File: config.mk
export PLATFORM = sky130hd
export DESIGN_NAME = pong_game_controller_flat
export DESIGN_NICKNAME = d
export VERILOG_FILES = /design/src/rtl/pong_pkg.sv /design/src/rtl/pong_game_controller_if.sv /design/src/rtl/pong_ball_physics.sv /design/src/rtl/pong_game_controller.sv /design/src/flat_wrapper.sv
export SDC_FILE = /design/constraint.sdc
export NUM_CORES = 1
export LEC_CHECK = 0
export BUFFER_PORTS_ARGS = -buffer_cell sky130_fd_sc_hd__buf_2
export CAP_MARGIN = 10
export CORE_ASPECT_RATIO = 1.1
export CORE_MARGIN = 2
export CORE_UTILIZATION = 29
export CTS_BUF_LIST = sky130_fd_sc_hd__clkbuf_4 sky130_fd_sc_hd__clkbuf_8
export CTS_CLUSTER_SIZE = 24
export DETAILED_ROUTE_END_ITERATION = 7
export PLACE_DENSITY = 0.58
export SLEW_MARGIN = 20
export SYNTH_ARGS = -nofsm -noshare
export SYNTH_HDL_FRONTEND = slang
export SYNTH_SLANG_ARGS = --single-unit
File: constraint.sdc
create_clock -name VGA_CLK -period 3.2 [get_ports VGA_CLK]
set_input_delay 0.48 -clock VGA_CLK [delete_from_list [all_inputs] [get_ports VGA_CLK]]
set_output_delay 0.48 -clock VGA_CLK [all_outputs]
set_load 0.01 [all_outputs]
File: src/rtl/pong_pkg.sv
// Shared geometry, encodings and helpers for the Pong game controller.
package pong_pkg;

    localparam int unsigned SCREEN_W = 160;
    localparam int unsigned SCREEN_H = 120;
    localparam int unsigned BALL_SZ  = 4;
    localparam int unsigned PADDLE_W = 2;
    localparam int unsigned PADDLE_H = 15;

    localparam int unsigned X_W     = 8;
    localparam int unsigned Y_W     = 7;
    localparam int unsigned SCORE_W = 5;

    localparam logic [X_W-1:0] X_PADDLE      = 8'd4;
    localparam logic [X_W-1:0] X_AI          = 8'd154;
    localparam logic [X_W-1:0] X_CENTRE      = 8'd78;
    localparam logic [Y_W-1:0] Y_CENTRE      = 7'd58;
    localparam logic [Y_W-1:0] Y_PADDLE_INIT = 7'd52;
    localparam logic [Y_W-1:0] Y_PADDLE_MAX  = 7'(SCREEN_H - PADDLE_H);
    localparam logic [Y_W-1:0] Y_BALL_MAX    = 7'(SCREEN_H - BALL_SZ);
    localparam logic [X_W-1:0] X_BALL_MAX    = 8'(SCREEN_W - BALL_SZ);
    localparam logic [X_W-1:0] X_PADDLE_HIT  = 8'(32'(X_PADDLE) + PADDLE_W);
    localparam logic [X_W-1:0] X_AI_HIT      = 8'(32'(X_AI) - BALL_SZ);

    typedef enum logic [1:0] {
        ST_IDLE      = 2'd0,
        ST_SERVE     = 2'd1,
        ST_PLAY      = 2'd2,
        ST_GAME_OVER = 2'd3
    } state_e;

    // PH_BALL: ball step pending on the next edge; PH_HOLD: serve tick, nothing pending.
    typedef enum logic [1:0] {
        PH_IDLE = 2'd0,
        PH_BALL = 2'd1,
        PH_HOLD = 2'd2
    } phase_e;

    typedef struct packed {
        logic [X_W-1:0] x;
        logic [Y_W-1:0] y;
        logic           dx_pos;
        logic           dy_pos;
    } ball_t;

    function automatic logic y_overlap(input logic [Y_W-1:0] yb, input logic [Y_W-1:0] yp);
        return (9'(yb) + 9'(BALL_SZ) > 9'(yp)) && (9'(yb) < 9'(yp) + 9'(PADDLE_H));
    endfunction

endpackage

File: src/rtl/pong_game_controller_if.sv
// Frame control inputs and sprite position/score outputs of the game controller.
interface pong_game_controller_if;
    import pong_pkg::*;

    logic                 frame_tick;
    logic                 btn_up;
    logic                 btn_down;
    logic                 start;
    logic [X_W-1:0]       x_ball;
    logic [Y_W-1:0]       y_ball;
    logic [X_W-1:0]       x_paddle;
    logic [Y_W-1:0]       y_paddle;
    logic [X_W-1:0]       x_ai;
    logic [Y_W-1:0]       y_ai;
    logic [SCORE_W-1:0]   player_score;
    logic [SCORE_W-1:0]   ai_score;
    logic                 game_over;

    modport master (
        output frame_tick, btn_up, btn_down, start,
        input  x_ball, y_ball, x_paddle, y_paddle, x_ai, y_ai,
               player_score, ai_score, game_over
    );

    modport slave (
        input  frame_tick, btn_up, btn_down, start,
        output x_ball, y_ball, x_paddle, y_paddle, x_ai, y_ai,
               player_score, ai_score, game_over
    );
endinterface

File: src/rtl/pong_ball_physics.sv
// Combinational ball step: wall/paddle bounces, movement and point detection.
module pong_ball_physics
    import pong_pkg::*;
(
    input  ball_t          ball_i,
    input  logic [Y_W-1:0] y_paddle_i,
    input  logic [Y_W-1:0] y_ai_i,
    output ball_t          ball_o,
    output logic           point_ai_c,
    output logic           point_player_c
);

    always_comb begin
        ball_o         = ball_i;
        point_ai_c     = 1'b0;
        point_player_c = 1'b0;
        if (!ball_i.dx_pos && ball_i.x == '0) begin
            point_ai_c    = 1'b1;
            ball_o.x      = X_CENTRE;
            ball_o.y      = Y_CENTRE;
            ball_o.dx_pos = 1'b0;
            ball_o.dy_pos = ~ball_i.dy_pos;
        end else if (ball_i.dx_pos && ball_i.x == X_BALL_MAX) begin
            point_player_c = 1'b1;
            ball_o.x       = X_CENTRE;
            ball_o.y       = Y_CENTRE;
            ball_o.dx_pos  = 1'b1;
            ball_o.dy_pos  = ~ball_i.dy_pos;
        end else begin
            // A bounce reverses direction and holds that axis for this frame.
            if (!ball_i.dx_pos && ball_i.x == X_PADDLE_HIT && y_overlap(ball_i.y, y_paddle_i)) begin
                ball_o.dx_pos = 1'b1;
            end else if (ball_i.dx_pos && ball_i.x == X_AI_HIT && y_overlap(ball_i.y, y_ai_i)) begin
                ball_o.dx_pos = 1'b0;
            end else begin
                ball_o.x = ball_i.dx_pos ? ball_i.x + 8'd1 : ball_i.x - 8'd1;
            end

            if (!ball_i.dy_pos && ball_i.y == '0) begin
                ball_o.dy_pos = 1'b1;
            end else if (ball_i.dy_pos && ball_i.y == Y_BALL_MAX) begin
                ball_o.dy_pos = 1'b0;
            end else begin
                ball_o.y = ball_i.dy_pos ? ball_i.y + 7'd1 : ball_i.y - 7'd1;
            end
        end
    end

endmodule

File: src/rtl/pong_game_controller.sv
// Per-frame Pong sequencer: paddles on the tick edge, ball step on the following edge.
module pong_game_controller
    import pong_pkg::*;
#(
    parameter int unsigned PADDLE_SPEED = 2,
    parameter int unsigned AI_SPEED     = 1,
    parameter int unsigned SERVE_FRAMES = 60,
    parameter int unsigned WIN_SCORE    = 7
) (
    input  logic                   VGA_CLK,
    input  logic                   RESET_N,
    pong_game_controller_if.slave  bus
);

    localparam int unsigned CNT_W = $clog2(SERVE_FRAMES + 1);

    state_e               state_q, state_d;
    phase_e               phase_q, phase_d;
    logic [CNT_W-1:0]     cnt_q, cnt_d;
    ball_t                ball_q, ball_d, ball_step;
    logic [Y_W-1:0]       y_paddle_q, y_paddle_d, paddle_nxt;
    logic [Y_W-1:0]       y_ai_q, y_ai_d, ai_nxt;
    logic [SCORE_W-1:0]   player_score_q, player_score_d;
    logic [SCORE_W-1:0]   ai_score_q, ai_score_d;
    logic                 game_over_q, game_over_d;
    logic                 point_ai_c, point_player_c;
    logic [8:0]           yp_ext, ya_mid, yb_mid;

    pong_ball_physics u_physics (
        .ball_i         (ball_q),
        .y_paddle_i     (y_paddle_q),
        .y_ai_i         (y_ai_q),
        .ball_o         (ball_step),
        .point_ai_c     (point_ai_c),
        .point_player_c (point_player_c)
    );

    // Candidate paddle positions for this tick, clamped to the paddle range.
    always_comb begin
        yp_ext     = 9'(y_paddle_q);
        ya_mid     = 9'(y_ai_q) + 9'(PADDLE_H / 2);
        yb_mid     = 9'(ball_q.y) + 9'(BALL_SZ / 2);
        paddle_nxt = y_paddle_q;
        ai_nxt     = y_ai_q;
        if (bus.btn_up && !bus.btn_down) begin
            paddle_nxt = (yp_ext < 9'(PADDLE_SPEED)) ? '0 : y_paddle_q - Y_W'(PADDLE_SPEED);
        end else if (bus.btn_down && !bus.btn_up) begin
            paddle_nxt = (yp_ext + 9'(PADDLE_SPEED) > 9'(Y_PADDLE_MAX)) ? Y_PADDLE_MAX
                                                                       : y_paddle_q + Y_W'(PADDLE_SPEED);
        end
        if (ya_mid < yb_mid) begin
            ai_nxt = (9'(y_ai_q) + 9'(AI_SPEED) > 9'(Y_PADDLE_MAX)) ? Y_PADDLE_MAX
                                                                   : y_ai_q + Y_W'(AI_SPEED);
        end else if (ya_mid > yb_mid) begin
            ai_nxt = (9'(y_ai_q) < 9'(AI_SPEED)) ? '0 : y_ai_q - Y_W'(AI_SPEED);
        end
    end

    always_comb begin
        state_d        = state_q;
        phase_d        = phase_q;
        cnt_d          = cnt_q;
        ball_d         = ball_q;
        y_paddle_d     = y_paddle_q;
        y_ai_d         = y_ai_q;
        player_score_d = player_score_q;
        ai_score_d     = ai_score_q;
        case (state_q)
            ST_IDLE: begin
                if (bus.start) begin
                    state_d = ST_SERVE;
                    cnt_d   = '0;
                end
            end
            ST_SERVE, ST_PLAY: begin
                if (phase_q == PH_IDLE) begin
                    if (bus.frame_tick) begin
                        y_paddle_d = paddle_nxt;
                        y_ai_d     = ai_nxt;
                        if (state_q == ST_PLAY) begin
                            phase_d = PH_BALL;
                        end else begin
                            phase_d = PH_HOLD;
                            if (cnt_q == CNT_W'(SERVE_FRAMES - 1)) begin
                                state_d = ST_PLAY;
                                cnt_d   = '0;
                            end else begin
                                cnt_d = cnt_q + CNT_W'(1);
                            end
                        end
                    end
                end else begin
                    // Second edge of the frame; a tick seen here is dropped.
                    phase_d = PH_IDLE;
                    if (phase_q == PH_BALL) begin
                        ball_d = ball_step;
                        if (point_ai_c) begin
                            ai_score_d = ai_score_q + SCORE_W'(1);
                            state_d    = (ai_score_d == SCORE_W'(WIN_SCORE)) ? ST_GAME_OVER : ST_SERVE;
                        end else if (point_player_c) begin
                            player_score_d = player_score_q + SCORE_W'(1);
                            state_d        = (player_score_d == SCORE_W'(WIN_SCORE)) ? ST_GAME_OVER : ST_SERVE;
                        end
                    end
                end
                if (state_q == ST_SERVE) begin
                    ball_d.x = X_CENTRE;
                    ball_d.y = Y_CENTRE;
                end
            end
            ST_GAME_OVER: begin
                if (bus.start) begin
                    state_d        = ST_SERVE;
                    cnt_d          = '0;
                    player_score_d = '0;
                    ai_score_d     = '0;
                    ball_d.x       = X_CENTRE;
                    ball_d.y       = Y_CENTRE;
                    ball_d.dx_pos  = 1'b1;
                end
            end
            default: state_d = ST_IDLE;
        endcase
        game_over_d = (state_d == ST_GAME_OVER);
    end

    always_ff @(posedge VGA_CLK or negedge RESET_N) begin
        if (!RESET_N) begin
            state_q        <= ST_IDLE;
            phase_q        <= PH_IDLE;
            cnt_q          <= '0;
            ball_q         <= '{x: X_CENTRE, y: Y_CENTRE, dx_pos: 1'b1, dy_pos: 1'b1};
            y_paddle_q     <= Y_PADDLE_INIT;
            y_ai_q         <= Y_PADDLE_INIT;
            player_score_q <= '0;
            ai_score_q     <= '0;
            game_over_q    <= 1'b0;
        end else begin
            state_q        <= state_d;
            phase_q        <= phase_d;
            cnt_q          <= cnt_d;
            ball_q         <= ball_d;
            y_paddle_q     <= y_paddle_d;
            y_ai_q         <= y_ai_d;
            player_score_q <= player_score_d;
            ai_score_q     <= ai_score_d;
            game_over_q    <= game_over_d;
        end
    end

    assign bus.x_ball       = ball_q.x;
    assign bus.y_ball       = ball_q.y;
    assign bus.x_paddle     = X_PADDLE;
    assign bus.y_paddle     = y_paddle_q;
    assign bus.x_ai         = X_AI;
    assign bus.y_ai         = y_ai_q;
    assign bus.player_score = player_score_q;
    assign bus.ai_score     = ai_score_q;
    assign bus.game_over    = game_over_q;

endmodule
File: src/flat_wrapper.sv
// flat-port wrapper written by rule: the top's interface ports become plain ports
module pong_game_controller_flat import pong_pkg::*;
#(
    parameter int unsigned PADDLE_SPEED = 2,
    parameter int unsigned AI_SPEED     = 1,
    parameter int unsigned SERVE_FRAMES = 60,
    parameter int unsigned WIN_SCORE    = 7
)
  (VGA_CLK, RESET_N, bus_frame_tick, bus_btn_up, bus_btn_down, bus_start, bus_x_ball, bus_y_ball, bus_x_paddle, bus_y_paddle, bus_x_ai, bus_y_ai, bus_player_score, bus_ai_score, bus_game_over);
  pong_game_controller_if bus_i ();
  input  logic VGA_CLK;
  input  logic RESET_N;
  input wire logic [$bits(bus_i.frame_tick)-1:0] bus_frame_tick;
  input wire logic [$bits(bus_i.btn_up)-1:0] bus_btn_up;
  input wire logic [$bits(bus_i.btn_down)-1:0] bus_btn_down;
  input wire logic [$bits(bus_i.start)-1:0] bus_start;
  output wire logic [$bits(bus_i.x_ball)-1:0] bus_x_ball;
  output wire logic [$bits(bus_i.y_ball)-1:0] bus_y_ball;
  output wire logic [$bits(bus_i.x_paddle)-1:0] bus_x_paddle;
  output wire logic [$bits(bus_i.y_paddle)-1:0] bus_y_paddle;
  output wire logic [$bits(bus_i.x_ai)-1:0] bus_x_ai;
  output wire logic [$bits(bus_i.y_ai)-1:0] bus_y_ai;
  output wire logic [$bits(bus_i.player_score)-1:0] bus_player_score;
  output wire logic [$bits(bus_i.ai_score)-1:0] bus_ai_score;
  output wire logic [$bits(bus_i.game_over)-1:0] bus_game_over;
  assign bus_i.frame_tick = bus_frame_tick;
  assign bus_i.btn_up = bus_btn_up;
  assign bus_i.btn_down = bus_btn_down;
  assign bus_i.start = bus_start;
  assign bus_x_ball = bus_i.x_ball;
  assign bus_y_ball = bus_i.y_ball;
  assign bus_x_paddle = bus_i.x_paddle;
  assign bus_y_paddle = bus_i.y_paddle;
  assign bus_x_ai = bus_i.x_ai;
  assign bus_y_ai = bus_i.y_ai;
  assign bus_player_score = bus_i.player_score;
  assign bus_ai_score = bus_i.ai_score;
  assign bus_game_over = bus_i.game_over;
  pong_game_controller #(.PADDLE_SPEED(PADDLE_SPEED), .AI_SPEED(AI_SPEED), .SERVE_FRAMES(SERVE_FRAMES), .WIN_SCORE(WIN_SCORE)) u_core (.VGA_CLK(VGA_CLK), .RESET_N(RESET_N), .bus(bus_i));
endmodule
==> flow_metrics.py <==
metrics = {
    "setup_path": {
        "cp.required_ns": 3.43,
        "start_kind": "flip-flop",
        "critPathArrivalTime_ns": 3.24,
        "crit_fanout": 6,
        "crit_path_end_kind": "flip-flop",
        "setup.worst_path.class": "reg2reg",
    },
    "detailed_routing": {
        "ant_nets": 0,
        "drc": 0,
        "routed_via_density": 5.10,
        "wl_per_cell_um": 14.5,
        "drt_first_pass_iters": 5,
        "drt_iter0_markers": 281,
        "vias": 4919,
        "routed_wl_um": 14000,
    },
    "final_layout": {
        "fillCellCount": 1970,
        "finalNonFillerCells": 964,
        "syn_to_final_growth_pct": 12.6,
        "multiInputGateArea_um2": 3690,
        "layout-drive-gt1-share": 0.186,
        "antenna_cells": 0,
        "seq_area_um2": 1320,
        "fin_nets": 796,
    },
    "floorplanning": {
        "dieArea_um2": 19800,
        "floorplan.initialDensity": 0.295,
        "die_y_um": 147,
        "rows": 52,
        "die_w_um": 134,
        "core_um2": 18300,
        "io_pins": 62,
    },
    "logic_synthesis": {
        "synthTopCellsByArea": "dfrtp_1 (17%), ha_1 (16%), dfstp_2 (7.8%), a21oi_1 (4.7%), buf_4 (4.3%)",
        "synth_area_per_cell_um2": 8.07,
        "synthArstFlopShare": 1.00,
        "synth_cell_types": 70,
        "yosys_warnings": 0,
        "synth-edff-count": 0,
        "synthFlopType": "dfrtp_1",
        "synth_top_area_cell": "dfrtp_1",
        "synth_top_cell_area_share": 0.167,
        "synth_area_um2": 5410,
        "ys_ff_latch": 52,
        "yosysSeqAreaShare": 0.244,
        "syn_inst": 670,
    },
    "place": {
        "gp_congestion": 0.861,
        "portBuffers": 45,
        "dpl.hpwl_um": 10800,
        "dp_cells": 952,
        "preCtsSetupSlack_ns": 0.0713,
    },
    "clocking": {
        "htreeDepth": 2,
        "cts_tree": "built",
        "clk-insertion-delay-late_ns": 0.34,
        "clockBufferDepth": 2,
        "clkSinkCount": 52,
        "hold_buffers": 0,
        "cts_buffers": 5,
        "cts-root-buf": "clkbuf_8",
        "clk_pin_slew_worst_paths_ns": 0.11,
    },
    "sta": {
        "hold_ws_ns": 0.123,
        "fin_crit_sh": 0.939,
        "clock.fmax_mhz": 333,
        "fin_ws_ns": 0.197,
        "setup_violations": 0,
        "slew_violations": 0,
        "hold_viol_final": 0,
        "relSlewSlack": 0.525,
        "setup_tns_ns": 0,
        "finalCriticalPeriod_ns": 3.00,
        "rsz0062_at_grt": "no",
        "clock_skew_ns": 0.0150,
        "worst_slew_pin_slew_ns": 0.707,
    },
    "global_routing": {
        "grt_pass1_wl_um": 23800,
        "antenna_found_initial": 0,
        "grt_max_degree": 21,
        "overflow": 0,
        "track_usage": 0.146,
        "grt_pass1_vias": 4642,
    },
    "power_and_ir_drop": {
        "ir_drop_v": 0.000365,
        "p_per_area_nw_per_um2": 883,
        "leakagePower_nw": 2.65,
    },
    "min_path": {
        "hold_path.class": "in2async",
    },
    "outcome": {
        "status": "finished clean",
    },
    "job": {
        "cap_violations": 0,
    },
}
==> worst max-delay path, stage by stage, from the launching register on <==
cell and delay, ns:
dfrtp_1 0.40, inv_1 0.17, ha_2 0.26, nand2b_1 0.11, o21ai_0 0.22, xnor2_1 0.10
ha_1 0.20, a2111o_1 0.37, a31oi_1 0.19, o21ai_0 0.17, o32ai_4 0.27, nor2_4 0.11
mux2_1 0.32
==> layer usage <==
metal / share of wire / up-vias / track usage
met5: 0 / - / 0
met3: 0.037 / 21 / 0.0214
met4: 0.017 / 0 / 0.0432
met2: 0.45 / 119 / 0.229
met1: 0.50 / 2305 / 0.208
li1: - / 2474 / -
==> Yosys cell counts (3+ instances only) <==
| library cell | number |
|---|---|
| nand3b_1 | 4 |
| buf_2 | 5 |
| nor2b_1 | 9 |
| xor2_1 | 10 |
| o21bai_1 | 7 |
| xnor2_1 | 23 |
| mux2_1 | 5 |
| a21oi_1 | 51 |
| clkbuf_1 | 18 |
| o21ai_0 | 45 |
| dfstp_2 | 16 |
| nand3_1 | 46 |
| and3_1 | 5 |
| o211ai_1 | 4 |
| mux2i_1 | 4 |
| nor2_1 | 43 |
| inv_1 | 40 |
| o22ai_1 | 7 |
| o32ai_1 | 3 |
| a211oi_1 | 6 |
| nor3_1 | 19 |
| nand2b_1 | 10 |
| a31oi_1 | 12 |
| nand2_1 | 51 |
| a21o_1 | 11 |
| o31ai_1 | 4 |
| dfrtp_1 | 36 |
| nand4_1 | 8 |
| mux2_2 | 3 |
| o41ai_1 | 6 |
| buf_4 | 31 |
| nor4_1 | 8 |
| ha_1 | 68 |
| or4b_2 | 3 |
| o21a_1 | 3 |
==> final cells by class <==
cell class / count / share of cell area
well taps: 243 / 0.0499
repair buffers: 85 / 0.0863
clock buffers: 6 / 0.0125
multi-input cells: 534 / 0.606
clock inverters: 2 / 0.00226
inverters: 42 / 0.0259
flip-flops and latches: 52 / 0.217
==> logic make-up after synthesis <==
group	synth area share
xor+xnor	0.0534
mux	0.0241
other cells	0.00139
buf+inv	0.0907
fa+ha+maj	0.165
compound gates	0.202
flops	0.244
simple gates	0.219
==> state kept, by name (all words and copies together) (netlist names) <==
signal                   flops
u_core.cnt_q                 6
u_core.bus.y_ball            7
u_core.bus.game_over         1
u_core.bus.ai_score          5
u_core.state_q               2
u_core.phase_q               2
u_core.bus.player_score      5
u_core.bus.y_ai              7
u_core.ball_q                2
u_core.bus.x_ball            8
u_core.bus.y_paddle          7
==> layout by cell type (no fill, tap or decap), drive strengths merged, types with 19 or more instances in the layout <==
master / count
inv: 41
nor2: 45
xnor2: 23
ha: 68
nor3: 19
dfrtp: 36
o21ai: 46
buf: 85
nand3: 46
nand2: 51
a21oi: 51
==> final timing paths <==
| path | cells after the start | end | startpoint | slack, ns |
|---|---|---|---|---|
| max | 12 | u_core.bus.x_ball[0] | u_core.bus.y_paddle[1] | 0.20 |
| min | 1 | u_core.bus.y_ai[6] | RESET_N | 0.12 |
| max reg2reg | 12 | u_core.bus.x_ball[0] | u_core.bus.y_paddle[1] | 0.20 |
| min reg2reg | 2 | u_core.cnt_q[1] | u_core.cnt_q[1] | 0.54 |
| max in group asynchronous | 2 | u_core.ball_q[1] | RESET_N | 2.36 |
| min in group VGA_CLK | 3 | u_core.phase_q[1] | bus_frame_tick | 0.44 |
==> report_power, final <==
group	switching, W	internal [W]
Clock	0.000256	0.000165
Sequential	0.000253	0.000903
Combinational	0.00220	0.00160
==> through the flow <==
| stage | utilization | total power, W | area, um2 |
|---|---|---|---|
| floorplan | - | 0.00385 | 5460 |
| global placement | 0.323 | 0.00484 | 5930 |
| detailed placement | 0.323 | 0.00486 | 5930 |
| CTS | 0.328 | 0.00531 | 6020 |
| global route | 0.332 | 0.00597 | 6090 |
| finish | 0.332 | 0.00538 | 6090 |
==> repair_timing <==
item                                    in CTS  in global routing
setup buffers                                0                  4
gates resized for setup                      0                 12
endpoints found under the setup margin       0                 13
Note: power is estimated with default switching activity, not from simulation.
